===== src/rtl/credit_return_sink_pkg.sv =====
// rtl/credit_return_sink_pkg.sv - shared parameters and width helpers for the credit return sink
package credit_return_sink_pkg;

  localparam int DEF_WIDTH   = 8;
  localparam int DEF_DEPTH   = 5;
  localparam int DEF_RET_LAT = 3;

  function automatic int cnt_w(input int depth);
    return $clog2(depth + 1);
  endfunction

  function automatic int ptr_w(input int depth);
    return (depth < 2) ? 1 : $clog2(depth);
  endfunction

  localparam int CNT_W = cnt_w(DEF_DEPTH);
  localparam int PTR_W = ptr_w(DEF_DEPTH);

endpackage


===== src/rtl/credit_delay_line.sv =====
// rtl/credit_delay_line.sv - fixed-latency 1-bit shift register turning pops into credit pulses
module credit_delay_line #(
  parameter int RET_LAT = 3
) (
  input  logic clk,
  input  logic rst,
  input  logic in_i,
  output logic out_o
);

  logic [RET_LAT-1:0] sr_q;

  always_ff @(posedge clk) begin
    if (rst) begin
      sr_q <= '0;
    end else begin
      sr_q[0] <= in_i;
      for (int i = 1; i < RET_LAT; i++) begin
        sr_q[i] <= sr_q[i-1];
      end
    end
  end

  assign out_o = sr_q[RET_LAT-1];

endmodule


===== src/rtl/credit_return_sink.sv =====
// rtl/credit_return_sink.sv - credit-limited token buffer: no-backpressure push, valid/ready drain, credit per pop
module credit_return_sink
  import credit_return_sink_pkg::*;
#(
  parameter int WIDTH   = DEF_WIDTH,
  parameter int DEPTH   = DEF_DEPTH,
  parameter int RET_LAT = DEF_RET_LAT
) (
  input  logic                         clk,
  input  logic                         rst,
  input  logic                         in_valid,
  input  logic [WIDTH-1:0]             in_data,
  output logic                         out_valid,
  input  logic                         out_ready,
  output logic [WIDTH-1:0]             out_data,
  output logic                         credit_o,
  output logic [$clog2(DEPTH+1)-1:0]   occupancy,
  output logic                         overflow
);

  localparam int OCC_W = cnt_w(DEPTH);
  localparam int PW    = ptr_w(DEPTH);

  logic [WIDTH-1:0] mem_q [DEPTH];
  logic [PW-1:0]    wr_ptr_q, wr_ptr_d;
  logic [PW-1:0]    rd_ptr_q, rd_ptr_d;
  logic [OCC_W-1:0] occ_q, occ_d;
  logic             ovf_q, ovf_d;
  logic             full, pop, push_acc;

  // Explicit wrap so non-power-of-two depths work.
  function automatic logic [PW-1:0] ptr_inc(input logic [PW-1:0] p);
    return (p == PW'(DEPTH - 1)) ? '0 : p + PW'(1);
  endfunction

  assign out_valid = (occ_q != '0);
  assign out_data  = out_valid ? mem_q[rd_ptr_q] : '0;
  assign occupancy = occ_q;
  assign overflow  = ovf_q;

  always_comb begin
    full     = (occ_q == OCC_W'(DEPTH));
    pop      = out_valid && out_ready;
    // A full buffer still accepts when the same cycle frees an entry.
    push_acc = in_valid && (!full || pop);
    wr_ptr_d = wr_ptr_q;
    rd_ptr_d = rd_ptr_q;
    ovf_d    = ovf_q;
    if (push_acc) wr_ptr_d = ptr_inc(wr_ptr_q);
    if (pop)      rd_ptr_d = ptr_inc(rd_ptr_q);
    if (in_valid && !push_acc) ovf_d = 1'b1;
    occ_d = occ_q + OCC_W'(push_acc) - OCC_W'(pop);
  end

  always_ff @(posedge clk) begin
    if (rst) begin
      wr_ptr_q <= '0;
      rd_ptr_q <= '0;
      occ_q    <= '0;
      ovf_q    <= 1'b0;
    end else begin
      wr_ptr_q <= wr_ptr_d;
      rd_ptr_q <= rd_ptr_d;
      occ_q    <= occ_d;
      ovf_q    <= ovf_d;
    end
  end

  always_ff @(posedge clk) begin
    if (push_acc) mem_q[wr_ptr_q] <= in_data;
  end

  credit_delay_line #(
    .RET_LAT(RET_LAT)
  ) u_credit_delay_line (
    .clk  (clk),
    .rst  (rst),
    .in_i (pop),
    .out_o(credit_o)
  );

endmodule


===== config.mk =====
export PLATFORM = sky130hd
export DESIGN_NAME = credit_return_sink
export DESIGN_NICKNAME = d
export VERILOG_FILES = /design/src/rtl/credit_return_sink_pkg.sv /design/src/rtl/credit_delay_line.sv /design/src/rtl/credit_return_sink.sv
export SDC_FILE = /design/constraint.sdc
export NUM_CORES = 1
export LEC_CHECK = 0
export BUFFER_PORTS_ARGS = -buffer_cell sky130_fd_sc_hd__clkbuf_2
export CAP_MARGIN = 0
export CORE_MARGIN = 2
export CORE_UTILIZATION = 50
export CTS_CLUSTER_DIAMETER = 200
export DETAILED_ROUTE_END_ITERATION = 10
export PLACE_DENSITY = 0.7
export SLEW_MARGIN = 25
export SYNTH_ARGS = -nofsm -noshare
export SYNTH_HDL_FRONTEND = slang
export SYNTH_SLANG_ARGS = --single-unit

===== constraint.sdc =====
create_clock -name clk -period 6 [get_ports clk]
set_input_delay 0.6 -clock clk [delete_from_list [all_inputs] [get_ports clk]]
set_output_delay 0.6 -clock clk [all_outputs]
set_load 0.02 [all_outputs]

==> results.cfg, run 1 <==
[timing]
slew_headroom_pct = 36.3
final_hold_viol_count = 0
worst_slew_pin_slew_ps = 954
skew_ps = 6.44
hold_slack_ps = 458
finalSetupViolCount = 0
finalSetupTns_ps = 0
drv_slew = 0
rsz0062_at_grt = no
fin_crit_sh_pct = 43.0
fmax_ghz = 0.387
period_needed_ps = 2580

[synthesis]
ys.flop_type = edfxtp_1
synthCells = 141
yosysUniqueCellTypes = 28
ys_warn_count = 0
avgSynthCellArea_um2 = 15.9
async_flop_share_pct = 0
synth_edf_count = 40
synth_seq_cells = 56
syn_area_um2 = 2240
synth_fp_nets = 160
ys_seq_area_share_pct = 68.0

[worst_setup_path]
critPathKind = reg2out
crit_path_start_kind = flip-flop
path_max_fanout = 8
crit_chain = mux4_2, mux2i_1, nor2_1, clkbuf_2
cpPeakStageDelay_ps = 710
worstPathRequired_ps = 5400
critPathCaptureType = primary output
arrival_ps = 1980
critPathSlowestCell = dfxtp_1

[drt]
drcViolationCount = 0
met3_wirelength_um = 138
vias = 1257
ant_nets = 0
routed_wl_um = 3840
top_layer = met4
drt_iter0_drc = 96
avgRoutedWirePerCell_um = 17.0
vias_per_cell = 5.56
met1Wirelength_um = 1670
firstDrtPassIters = 4
route.met2.wl_um = 1960

[floorplan]
io_pins = 26
rows = 24
fp.dieArea_um2 = 5030
fp.dieH_um = 70.9
start_util_pct = 51.7
core_um2 = 4320
die_w_um = 70.9

[status]
status = completed

[clocking]
tritoncts = done
post-cts-setup-buffers = 0
cts_resized = 0
clockBufferDepth = 2
clock-sinks = 56
htreeDepth = 2
clockRootBuffer = clkbuf_8
ctsHoldBuffers = 0
insertion_delay_ps = 300
cts_buffers = 5
path_clk_slew_ps = 90

[placement]
dpl_cell_area_um2 = 2430
port_buffers = 25
place_congestion = 0.814
dpl.hpwl_um = 2610

[finish]
syn_to_final_growth_pct = 13.8
drive_above_1_share_pct = 28.2
final_nets = 192
fin_util_pct = 58.9
n_antenna_cell = 0
fin_area_um2 = 2550

[grt]
grt_pass1_vias = 1292
grt_max_degree = 18
grt_pass1_wl_um = 6360
antenna_found_initial = 0
grt-ovfl-total = 0
grt.total_usage_pct = 17.0

[min_path]
hold_class = reg2reg

[power_and_ir_drop]
p_leak_nw = 0.916
peakVddDrop_uv = 167
power_per_cell_area_nw_per_um2 = 382

[job]
maxCapViolCount = 0
## where the power goes
part	switching [W]	internal (W)
Clock	0.000116	0.000124
Sequential	0.0000407	0.000445
Combinational	0.000139	0.000109
Total	0.000296	0.000677
## synth_stat cells (2+ instances only)
cell      instances  share of area [%]
clkbuf_1          2               0.34
edfxtp_1         40                 54
ha_1              6                3.4
mux2i_1           9                4.0
dfxtp_1          16                 14
nor2b_1           4                1.1
inv_1            10                1.7
buf_4             2               0.67
xnor2_1           2               0.78
a21oi_1           6                1.3
nor4_1            4                1.1
nand3_1           2               0.45
nor3_1            2               0.45
o21ai_1           2               0.45
nor2_1           13                2.2
o21ai_0           2               0.45
mux4_2            8                8.1
## stage by stage
step	total power, W	std cells	setup WS [ps]
2_1_floorplan	0.000663	141	3840
3_3_place_gp	0.000733	218	3710
3_5_place_dp	0.000746	218	3640
4_1_cts	0.000985	226	3360
5_1_grt	0.00103	226	3240
6_report	0.000973	226	3420
## placed cells by master, fill, tap and decap left out, drive strengths merged
master / netlist / final
edfxtp: 40 / 40
a31oi: 1 / 1
mux2i: 9 / 9
clkinv: 0 / 1
nor4b: 1 / 1
nor2: 13 / 13
and4bb: 1 / 1
inv: 10 / 10
xnor2: 2 / 2
fa: 1 / 1
nor3: 3 / 3
o31ai: 1 / 1
nor2b: 4 / 4
ha: 6 / 6
buf: 2 / 4
o21ai: 4 / 4
bufinv: 0 / 1
nor4: 4 / 4
a21oi: 6 / 6
clkinvlp: 0 / 1
clkbuf: 2 / 30
or3b: 1 / 1
nand2: 2 / 2
nand4bb: 1 / 1
mux4: 8 / 8
nand3: 2 / 2
a211o: 1 / 1
dfxtp: 16 / 16
## per-layer routing
layer / GRT usage (%) / vias up
met5: 0 / -
met4: 5.87 / 0
met3: 4.84 / 8
met2: 28.2 / 26
met1: 21.7 / 631
li1: - / 592
## critical path, delay by kind of cell, from the launching register on
kind                   cells  cell delay [ps]
and+or+nand+nor            1               60
DFF                        1              710
muxes                      2              730
buffers and inverters      1              180
## path summary, 6_finish.rpt
path | startpoint | endpoint | slack (ps) | cells after the start
setup / recovery | flip-flop | out_data[2] | 3420 | 4
hold / removal | u_credit_delay_line.sr_q[1] | u_credit_delay_line.sr_q[2] | 460 | 1
setup reg to reg | occupancy[2] | occupancy[2] | 3830 | 8
hold reg to reg | u_credit_delay_line.sr_q[1] | u_credit_delay_line.sr_q[2] | 460 | 1
## cell type report
type | instances | area [µm²]
repair buffers | 29 | 155
clock buffers | 5 | 68.8
fillers | 337 | 1780
multi-input cells | 71 | 656
well taps | 52 | 65.1
clock inverters | 3 | 42.5
flip-flops and latches | 56 | 1520
inverters | 10 | 37.5
## cell families (layout without fill, tap and decap cells)
family,count (synthesis),in the layout,share of synthesized area (%)
xor+xnor,2,2,0.783
fa+ha+maj,7,7,4.25
simple gates,32,32,8.33
mux,17,17,12.1
flops,56,56,68.0
compound gates,13,13,3.86
buf+inv,14,47,2.68
## state kept, by name, indices dropped and copies added (netlist names), named ones only
register	count
overflow	1
occupancy	3
rd_ptr_q	3
wr_ptr_q	3
u_credit_delay_line.sr_q	3
mem_q	40
Power figures use the tool's default switching activity.
==> run 2, diff against run 1 <==
--- a/config.mk
+++ b/config.mk
@@ -5,6 +5,7 @@
 export SDC_FILE = /design/constraint.sdc
 export NUM_CORES = 1
 export LEC_CHECK = 0
+export ABC_AREA = 1
 export BUFFER_PORTS_ARGS = -buffer_cell sky130_fd_sc_hd__clkbuf_2
 export CAP_MARGIN = 0
 export CORE_MARGIN = 2
==> constraint.sdc (replaced) <==
create_clock -name clk -period 2.5 [get_ports clk]
set_input_delay 0.25 -clock clk [delete_from_list [all_inputs] [get_ports clk]]
set_output_delay 0.25 -clock clk [all_outputs]
set_load 0.02 [all_outputs]
==> run 2 against run 1 <==
Against the previous run: utilization is 0.19 points higher; clock power is 110% higher; wire length is 10% higher; clock skew is 2.9 ps lower; via count is 25% higher; cell count is 34% higher; sequential cell count stayed put; sequential power is 140% higher; count of clock-buffer cells in the layout is 2 higher; combinational power grew to 3.2 times the previous value; register-to-register slack worse by 3500 ps; critical endpoint is now occupancy[2]; largest power group unchanged.
==> results.cfg, run 2 <==
[synthesis]
ys_seq_area_share_pct = 65.1
yosysMostFrequentCell = nand2_1
synthCells = 219
yosys.area.top_type_share_pct = 51.4
synth_area_leader_cell = edfxtp_1
syn_area_um2 = 2340
async_flop_share_pct = 0
yosysUniqueCellTypes = 21
avgSynthCellArea_um2 = 10.7
synthTopCellsByCount = 55 x nand2_1, 40 x edfxtp_1, 23 x nand3_1
ys.flop_type = edfxtp_1
synth_area_leaders = edfxtp_1 51%, dfxtp_1 14%, nand2_1 8.8%, nand3_1 4.9%, ha_1 3.2%
synth_edf_count = 40
synth_fp_nets = 238
synth_seq_cells = 56
ys_warn_count = 0

[grt]
grt.total_usage_pct = 17.6
grt_pass1_wl_um = 6870
grt-ovfl-total = 0
grt_pass1_vias = 1487
grt_max_degree = 17
antenna_found_initial = 0

[clocking]
ctsHoldBuffers = 0
clockBufferDepth = 2
tritoncts = done
post-cts-setup-buffers = 0
cts_buffers = 5
insertion_delay_ps = 300
clock-sinks = 56
htreeDepth = 2
cts_resized = 0
path_clk_slew_ps = 90
clockRootBuffer = clkbuf_8

[drt]
drcViolationCount = 0
routed_wl_um = 4240
ant_nets = 0
firstDrtPassIters = 4
vias_per_cell = 5.18
avgRoutedWirePerCell_um = 14.0
vias = 1570
drt_iter0_drc = 153

[worst_setup_path]
arrival_ps = 2420
rr_worst_depth = 11
path_max_fanout = 11
worstPathRequired_ps = 2740
reg2reg_slack_ps = 310
critPathKind = reg2reg
timing.rr.start = occupancy[1]
timing.rr.end = occupancy[2]
crit_path_start_kind = flip-flop
critPathCaptureType = flip-flop

[power_and_ir_drop]
p_leak_nw = 1.07
power_per_cell_area_nw_per_um2 = 943
peakVddDrop_uv = 360
finalPower_w = 0.00246

[timing]
final_hold_viol_count = 0
fin_crit_sh_pct = 87.5
period_needed_ps = 2190
rsz0062_at_grt = no
slew_headroom_pct = 64.7
worst_slew_pin_slew_ps = 529
skew_ps = 3.57
drv_slew = 0
finalSetupViolCount = 0
fmax_ghz = 0.457
finalSetupTns_ps = 0

[finish]
final_common_cell = nand2_1
fin_util_pct = 59.1
n_antenna_cell = 0
mostFrequentLayoutCells = 55 x nand2_1, 40 x edfxtp_1, 25 x clkbuf_2
regMostFlops = mem_q
syn_to_final_growth_pct = 11.6
drive_above_1_share_pct = 19.5
final_nets = 269
largest_reg_flops = 40

[placement]
port_buffers = 25
place_congestion = 0.801
dpl.hpwl_um = 2780

[min_path]
min_to = mem_q[3][0]
hold_class = in2reg
hp-start = in_data[0]
holdPathStages = 1

[job]
maxCapViolCount = 0

[floorplan]
rows = 24
fp.dieArea_um2 = 5240
core_um2 = 4410
io_pins = 26
fp.dieH_um = 72.4
die_w_um = 72.4
start_util_pct = 52.9

[status]
status = completed
==> run 2: cells by family after synthesis <==
kind of cell	count (synthesis)	share of synthesized area (%)
flip-flops	56	65.1
buffers and inverters	30	6.42
adder cells (fa/ha/maj)	7	4.07
AO/OA/AOI/OAI	26	5.89
AND/OR/NAND/NOR	100	18.5
==> run 2: per-layer routing <==
metal	global-route usage (%)	part of all wire, %	vias up
li1	-	-	789
met1	22.7	47	733
met2	28.5	46	40
met3	4.86	5.5	8
met4	6.79	1.5	0
met5	0	0	-
==> run 2: power by group <==
group          total [W]  internal (W)  switching [W]
combinational   0.000798      0.000262       0.000536
clock           0.000503      0.000226       0.000277
sequential       0.00116       0.00108      0.0000813
==> run 2: layout make-up <==
type	instances	area, µm²
multi-input combinational	133	666
inverter	23	91.3
clock inverter	1	7.51
tap	52	65.1
sequential	56	1520
clock buffer	7	86.3
fill	372	1810
timing repair buffer	31	170
==> run 2: worst max path at each step <==
stage                            start           end  depth (start not counted)  slack [ps]
after detailed placement  occupancy[1]  occupancy[2]                         11         340
final                     occupancy[1]  occupancy[2]                         11         310
after global routing      occupancy[1]  occupancy[2]                         11         130
after global placement    occupancy[1]  occupancy[2]                         11         430
after CTS                 occupancy[1]  occupancy[2]                         11         310
after floorplan           occupancy[1]  occupancy[2]                         11         610
==> run 2: through the flow <==
step | cell area (µm²) | instances | hold slack, ps | worst slack (ps)
2_1_floorplan | 2340 | 219 | 349 | 609
3_3_place_gp | 2510 | 295 | 390 | 425
3_5_place_dp | 2510 | 295 | 396 | 343
4_1_cts | 2610 | 303 | 169 | 311
5_1_grt | 2610 | 303 | 172 | 128
6_report | 2610 | 303 | 181 | 313
==> run 2: critical path, stage by stage (launching register included) <==
cell,delay (ps)
dfxtp_1,360
inv_2,100
nand3_2,230
nand2_1,220
inv_1,100
ha_1,280
inv_1,40
ha_1,180
fa_1,350
inv_1,70
o21ai_0,90
a21oi_1,110
==> run 3, diff against run 2 <==
--- a/config.mk
+++ b/config.mk
@@ -6,7 +6,7 @@
 export NUM_CORES = 1
 export LEC_CHECK = 0
 export ABC_AREA = 1
-export BUFFER_PORTS_ARGS = -buffer_cell sky130_fd_sc_hd__clkbuf_2
+export BUFFER_PORTS_ARGS = -buffer_cell sky130_fd_sc_hd__buf_2
 export CAP_MARGIN = 0
 export CORE_MARGIN = 2
 export CORE_UTILIZATION = 50
==> run 3 against run 2 <==
Against the previous run: clock skew increased by 4.2 ps; via count decreased by 3.0%; die area unchanged; total power increased by 5.6%; utilization increased by 0.77 points; sequential share of layout area decreased by 0.75 points; wire length increased by 0.40%; sequential power about the same; count of clock-buffer cells in the layout unchanged; combinational power about the same; setup slack improved by 16 ps; register-to-register slack improved by 20 ps; largest cell class unchanged; highest routed layer unchanged.
==> results.cfg, run 3 (synthesis results as in run 2) <==
[finish]
regMostFlops = mem_q
final_common_cell = nand2_1
n_antenna_cell = 0
mostFrequentLayoutCells = 55 x nand2_1, 40 x edfxtp_1, 25 x buf_2
syn_to_final_growth_pct = 13.0
final_nets = 269
largest_reg_flops = 40
multiInputGateArea_um2 = 666
drive_above_1_share_pct = 19.5
seq_area_um2 = 1520
fill_cells = 366

[floorplan]
core_um2 = 4410
start_util_pct = 52.9
die_w_um = 72.4
fp.dieH_um = 72.4
fp.dieArea_um2 = 5240
rows = 24
io_pins = 26

[grt]
grt_pass1_vias = 1517
grt-ovfl-total = 0
grt.total_usage_pct = 18.4
antenna_found_initial = 0
grt_max_degree = 18
grt_pass1_wl_um = 7070

[timing]
fin_crit_sh_pct = 86.8
rsz0062_at_grt = no
final_hold_viol_count = 0
drv_slew = 0
fmax_ghz = 0.461
skew_ps = 7.73
finalSetupTns_ps = 0
finalSetupViolCount = 0
worst_slew_pin_slew_ps = 504
period_needed_ps = 2170
slew_headroom_pct = 66.4

[power_and_ir_drop]
switchingPower_w = 0.000893
power_frac_clock_pct = 24.7
power_per_cell_area_nw_per_um2 = 983
p_leak_nw = 1.09
comb_power_share_pct = 30.8
switching_share_pct = 34.4
peakVddDrop_uv = 410
internal-power_w = 0.00170
finalPower_w = 0.00260
seq_power_share_pct = 44.5

[clocking]
htreeDepth = 2
cts_resized = 0
tritoncts = done
clockBufferDepth = 2
clockRootBuffer = clkbuf_8
insertion_delay_ps = 310
post-cts-setup-buffers = 0
clock-sinks = 56
ctsHoldBuffers = 0
path_clk_slew_ps = 100
cts_buffers = 5

[drt]
routed_wl_um = 4260
ant_nets = 0
drt_iter0_drc = 152
avgRoutedWirePerCell_um = 14.0
vias_per_cell = 5.03
vias = 1523
drcViolationCount = 0
firstDrtPassIters = 4

[status]
status = completed

[job]
maxCapViolCount = 0

[worst_setup_path]
arrival_ps = 2410
critPathCaptureType = flip-flop
critPathKind = reg2reg
worstPathRequired_ps = 2740
crit_path_start_kind = flip-flop
path_max_fanout = 11

[placement]
place_congestion = 0.820
port_buffers = 25
dpl.hpwl_um = 2900

[min_path]
hold_class = in2reg
-- run 3: cell types whose count changed in the layout (fill, tap and decap cells not counted) --
| cell | delta |
|---|---|
| buf_2 | +25 |
| bufinv_16 | +1 |
| clkbuf_16 | +1 |
| clkbuf_2 | -25 |
| clkbuf_8 | -1 |
| clkinvlp_4 | -1 |
-- run 3: path summary, 6_finish.rpt --
kind	start	endpoint	depth (start not counted)	slack, ps
setup / recovery	occupancy[1]	occupancy[2]	11	330
hold / removal	in_data[3]	mem_q[0][3]	1	170
setup reg to reg	occupancy[1]	occupancy[2]	11	330
hold reg to reg	u_credit_delay_line.sr_q[0]	u_credit_delay_line.sr_q[1]	2	410
-- run 3: per-stage QoR --
| step | worst slack [ps] | instance area (µm²) | hold WS, ps | std cells | utilization, % |
|---|---|---|---|---|---|
| after global routing | 132 | 2640 | 164 | 303 | 59.8 |
| after floorplan | 609 | 2340 | 349 | 219 | - |
| after detailed placement | 328 | 2510 | 396 | 295 | 56.9 |
| final | 329 | 2640 | 169 | 303 | 59.8 |
| after global placement | 428 | 2510 | 390 | 295 | 56.9 |
| after CTS | 294 | 2640 | 158 | 303 | 59.8 |
-- run 3: per-layer routing --
| metal | global-route usage [%] | wire length (µm) |
|---|---|---|
| met1 | 25.1 | 1960 |
| met2 | 28.7 | 2030 |
| met3 | 4.31 | 198 |
| met4 | 7.20 | 69 |
| met5 | 0 | 0 |
-- run 3: critical path, cell delays in order, from the launching register on --
cell and delay, ps:
dfxtp_1 360, inv_2 100, nand3_2 220, nand2_1 210
inv_1 90, ha_1 280, inv_1 40, ha_1 180
fa_1 350, inv_1 70, o21ai_0 80, a21oi_1 110
-- run 3: area by class of cell --
type	count	share of cell area, %
Clock buffer	7	3.69
Clock inverter	1	1.14
Inverter	23	3.46
Multi-Input combinational cell	133	25.2
Sequential cell	56	57.6
Tap cell	52	2.46
Timing Repair Buffer	31	6.44
-- run 3: power by group through the flow --
stage          Combinational [W]  Clock [W]  Sequential [W]
2_1_floorplan           0.000625          0         0.00116
3_3_place_gp            0.000791          0         0.00117
3_5_place_dp            0.000810          0         0.00118
4_1_cts                 0.000812   0.000651         0.00116
5_1_grt                 0.000918   0.000692         0.00117
6_report                0.000801   0.000640         0.00116
